### config.mk
export PLATFORM = sky130hd
export DESIGN_NAME = reg_file_ctrl
export DESIGN_NICKNAME = d
export VERILOG_FILES = /design/src/rtl/reg_file_ctrl.sv
export SDC_FILE = /design/constraint.sdc
export NUM_CORES = 1
export LEC_CHECK = 0
export BUFFER_PORTS_ARGS = -buffer_cell sky130_fd_sc_hd__buf_2
export CORE_MARGIN = 4
export CORE_UTILIZATION = 50
export CTS_BUF_LIST = sky130_fd_sc_hd__clkbuf_4 sky130_fd_sc_hd__clkbuf_8 sky130_fd_sc_hd__clkbuf_16
export CTS_CLUSTER_DIAMETER = 200
export DETAILED_ROUTE_END_ITERATION = 12
export PLACE_DENSITY = 0.8
export SLEW_MARGIN = 10
export SYNTH_ARGS = -nofsm -noshare
export SYNTH_HDL_FRONTEND = slang
export SYNTH_SLANG_ARGS = --single-unit
### constraint.sdc
create_clock -name clk -period 1.87 [get_ports clk]
set_input_delay 0 -clock clk [delete_from_list [all_inputs] [get_ports clk]]
set_output_delay 0 -clock clk [all_outputs]
set_load 0.01 [all_outputs]
### src/rtl/reg_file_ctrl.sv
// Command sequencer for a 16x16 register file: turns READ/WRITE/SWAP/CLEAR
// commands into registered write-port and read-address activity, returns READ data.
module reg_file_ctrl (
  input  logic        clk,
  input  logic        rst,
  input  logic        cmd_valid,
  output logic        cmd_ready,
  input  logic [1:0]  cmd_op,
  input  logic [3:0]  cmd_a,
  input  logic [3:0]  cmd_b,
  input  logic [15:0] cmd_data,
  output logic        rsp_valid,
  output logic [15:0] rsp_data1,
  output logic [15:0] rsp_data2,
  output logic        rf_wen,
  output logic [3:0]  rf_wadr,
  output logic [15:0] rf_din,
  output logic [3:0]  rf_radr1,
  output logic [3:0]  rf_radr2,
  input  logic [15:0] rf_out1,
  input  logic [15:0] rf_out2
);

  localparam logic [1:0] OP_READ  = 2'b00;
  localparam logic [1:0] OP_WRITE = 2'b01;
  localparam logic [1:0] OP_SWAP  = 2'b10;
  localparam logic [1:0] OP_CLEAR = 2'b11;

  typedef enum logic [2:0] {
    IDLE    = 3'd0,
    RD      = 3'd1,
    SW_W1   = 3'd2,
    SW_W2   = 3'd3,
    SW_FIN  = 3'd4,
    CLR     = 3'd5,
    CLR_FIN = 3'd6
  } state_t;

  state_t      state;
  logic [3:0]  cnt;
  logic [15:0] tmp;

  assign cmd_ready = (state == IDLE);

  always_ff @(posedge clk) begin
    if (rst) begin
      state     <= IDLE;
      rsp_valid <= 1'b0;
      rsp_data1 <= '0;
      rsp_data2 <= '0;
      rf_wen    <= 1'b0;
      rf_wadr   <= '0;
      rf_din    <= '0;
      rf_radr1  <= '0;
      rf_radr2  <= '0;
      cnt       <= '0;
      tmp       <= '0;
    end else begin
      rf_wen    <= 1'b0;
      rsp_valid <= 1'b0;
      case (state)
        IDLE: begin
          if (cmd_valid) begin
            case (cmd_op)
              OP_READ: begin
                rf_radr1 <= cmd_a;
                rf_radr2 <= cmd_b;
                state    <= RD;
              end
              OP_WRITE: begin
                rf_wen  <= 1'b1;
                rf_wadr <= cmd_a;
                rf_din  <= cmd_data;
              end
              OP_SWAP: begin
                rf_radr1 <= cmd_a;
                rf_radr2 <= cmd_b;
                state    <= SW_W1;
              end
              default: begin
                rf_wen  <= 1'b1;
                rf_wadr <= 4'd0;
                rf_din  <= '0;
                cnt     <= 4'd1;
                state   <= CLR;
              end
            endcase
          end
        end
        RD: begin
          rsp_data1 <= rf_out1;
          rsp_data2 <= rf_out2;
          rsp_valid <= 1'b1;
          state     <= IDLE;
        end
        // Read addresses still hold a/b, so they double as the swap write targets.
        SW_W1: begin
          tmp     <= rf_out1;
          rf_wen  <= 1'b1;
          rf_wadr <= rf_radr1;
          rf_din  <= rf_out2;
          state   <= SW_W2;
        end
        SW_W2: begin
          rf_wen  <= 1'b1;
          rf_wadr <= rf_radr2;
          rf_din  <= tmp;
          state   <= SW_FIN;
        end
        SW_FIN: state <= IDLE;
        CLR: begin
          rf_wen  <= 1'b1;
          rf_wadr <= cnt;
          rf_din  <= '0;
          cnt     <= cnt + 4'd1;
          if (cnt == 4'd15) state <= CLR_FIN;
        end
        CLR_FIN: state <= IDLE;
        default: state <= IDLE;
      endcase
    end
  end

endmodule

==> flow_summary_export.csv <==
group,metric,value,unit
drt,vias_per_cell,5.35,
run_status,violations,"negative hold slack",
clock_tree,clock_latency,0.36,ns
setup_path,ff2ff_setup_slack,0.12,ns
setup_path,worstPathArrival,1.98,ns
clock_tree,cts.sinks,85,
global_route,grt_pass1_wl,17400,µm
hold_path,whs_path_depth,3,
pwr,vdd_drop_max,0.000504,V
setup_path,endpoint_kind,"flop",
timing,setup_ws,0.123,ns
place,dp.cells,605,
timing,setup_viol,0,
timing,final_hold_viol_count,1,
global_route,grt_usage,25.4,%
setup_path,rr_worst_depth,5,
run_status,run_status,"finished, violations left",
floorplanning,core-area,6910,µm²
timing,tightest_slew,0.582,ns
synth,synthCells,406,
final_layout,area_growth,41.6,%
drt,wl_per_cell,16.5,µm
setup_path,reg2reg_to,"rf_wadr[3]",
synth,synth_fp_nets,468,
clock_tree,root_buffer,"clkbuf_8",
drt,final_antenna_net_count,0,
pwr,p_per_area,862,nW/µm²
final_layout,fin_area,5130,µm²
final_layout,nFillCells,519,
global_route,grt_max_degree,86,
drt,routed_wl,11200,µm
global_route,antenna_found_initial,0,
clock_tree,post_cts_buffers,0,
synth,synth_cell_types,37,
floorplanning,ioPinCount,124,
synth,ys_seq_area_share,47.0,%
clock_tree,htree_levels,3,
hold_path,worstHoldStart,"cmd_data[4]",
clock_tree,tritoncts,"built",
hold_path,hold_class,"in -> reg",
final_layout,antennaDiodeCount,0,
clock_tree,cts_buffers,9,
final_layout,nets,636,
place,place_congestion,0.895,
synth,yosysWarnings,0,
final_layout,mostFrequentLayoutCells,"123 x buf_2, 101 x nand2_1, 85 x dfxtp_1",
timing,max_freq,572,MHz
final_layout,final_common_cell,"buf_2",
timing,finalClockSkew,0.0140,ns
timing,totalNegativeSetupSlack,0,ns
drt,drc,0,
timing,hold_ws,-0.000319,ns
place,dpl.hpwl,6980,µm
place,place_area,4330,µm²
timing,fin_crit_sh,93.4,%
drt,drt_iter0_drc,208,
setup_path,worstSetupStartpointType,"flop",
setup_path,required,2.10,ns
pwr,p_leak,2.24,nW
hold_path,holdPathEnd,"rf_din[4]",
timing,rsz0062_at_grt,"no",
global_route,grt_pass1_vias,3553,
synth,syn_area,3620,µm²
floorplanning,die_area,8670,µm²
timing,finalCriticalPeriod,1.75,ns
clock_tree,path_clk_slew,0.08,ns
run,timing.max_cap.violations,0,
timing,slew_violations,0,
drt,first_pass_iters,4,
floorplanning,start_util,52.5,%
place,dpl_worst_slack,0.126,ns
setup_path,criticalPathCategory,"reg -> reg",
setup_path,path_max_fanout,15,
clock_tree,clock_path_buffers,2,
final_layout,drive_above_1_share,35.6,%
global_route,grt-ovfl-total,0,
floorplanning,die_y,93.1,µm
timing,slew_headroom,61.1,%
synth,post_synth.cell_area_avg,8.92,µm²
floorplanning,rows,30,
synth,synth_seq_cells,85,
setup_path,reg2reg_from,"state[0]",
floorplanning,die_w,93.1,µm
final_layout,fin_cells,675,
drt,vias,3612,
place,place.port_buffers,123,
==> cells in the mapped netlist (all sizes together) <==
cell / number / area, µm²
nand2: 101 / 379
dfxtp: 85 / 1700
a21oi: 52 / 260
nor2: 33 / 124
mux2: 20 / 225
clkbuf: 19 / 72.6
nor3: 19 / 145
buf: 17 / 124
a221oi: 16 / 196
mux2i: 8 / 80.1
a211oi: 5 / 37.5
a222oi: 4 / 40.0
nand3: 4 / 20.0
a21o: 2 / 15.0
nand3b: 2 / 15.0
nand4: 2 / 12.5
or2: 2 / 12.5
a22oi: 1 / 7.51
a311o: 1 / 11.3
a311oi: 1 / 26.3
and2: 1 / 6.26
and3b: 1 / 12.5
ha: 1 / 12.5
nor2b: 1 / 6.26
nor3b: 1 / 12.5
nor4: 1 / 6.26
nor4b: 1 / 23.8
o21ai: 1 / 5.00
or3: 1 / 6.26
or3b: 1 / 8.76
xnor2: 1 / 8.76
xor2: 1 / 8.76
==> what timing repair did <==
item                                    4_1_cts  5_1_grt
gates resized for setup                       0        4
hold endpoints to repair                     69        0
endpoints found under the setup margin        0        7
hold buffers                                 53        0
==> routing by layer <==
| layer | part of all wire [%] | GRT usage (%) | vias up |
|---|---|---|---|
| li1 | - | - | 1743 |
| met1 | 40 | 30.6 | 1708 |
| met2 | 50 | 43.7 | 134 |
| met3 | 7.1 | 5.95 | 27 |
| met4 | 2.7 | 9.77 | 0 |
| met5 | 0 | 0 | - |
==> sequential cells by signal, indices dropped and copies added (netlist names) <==
register / count
state: 3
rf_radr2: 4
rsp_data1: 16
cnt: 4
rsp_data2: 16
rf_wen: 1
rf_din: 16
rsp_valid: 1
tmp: 16
rf_radr1: 4
rf_wadr: 4
==> area by class of cell <==
| type | count | area [µm²] | area share (%) |
|---|---|---|---|
| well taps | 96 | 120 | 2.34 |
| flip-flops and latches | 85 | 1700 | 33.2 |
| repair buffers | 192 | 1310 | 25.5 |
| clock inverters | 5 | 106 | 2.07 |
| multi-input cells | 286 | 1750 | 34.1 |
| clock buffers | 11 | 145 | 2.83 |
==> worst max-delay path: stages, from the launching register on <==
cell and delay (ns):
dfxtp_1 0.51, and3b_4 0.40, nor4b_4 0.09, buf_6 0.18, a222oi_1 0.32, a211oi_1 0.13
==> logic make-up (layout without fill, tap and decap cells) <==
family | Yosys count | after routing | share of synthesized area (%)
AO/OA/AOI/OAI | 83 | 84 | 16.5
buffers and inverters | 36 | 208 | 5.42
multiplexers | 28 | 28 | 8.43
XOR/XNOR | 2 | 2 | 0.484
flip-flops | 85 | 85 | 47.0
adder cells (fa/ha/maj) | 1 | 1 | 0.345
AND/OR/NAND/NOR | 171 | 171 | 21.8
==> metrics by stage <==
stage | total power, mW | utilization, %
3_5_place_dp | 2.74 | 62.7
3_3_place_gp | 2.72 | 62.7
6_report | 4.42 | 74.3
5_1_grt | 4.60 | 74.3
4_1_cts | 4.41 | 74.0
2_1_floorplan | 2.46 | -
==> power breakdown <==
part	internal (mW)	leakage, nW	switching (mW)	total, mW
logic	0.387	1.42	0.439	0.827
clock network	0.944	0.124	0.669	1.61
registers	1.92	0.693	0.0645	1.98
==> worst max path at each step <==
stage | slack, ns | start | end | cells after the start
floorplan | 0.25 | state[0] | rf_din[6] | 5
global placement | 0.21 | state[2] | rf_wadr[3] | 5
detailed placement | 0.13 | state[0] | rf_wadr[3] | 5
CTS | 0.07 | state[2] | rf_wadr[2] | 4
global route | 0.01 | state[2] | rf_wadr[2] | 5
finish | 0.12 | state[0] | rf_wadr[3] | 5
Power figures use the tool's default switching activity.
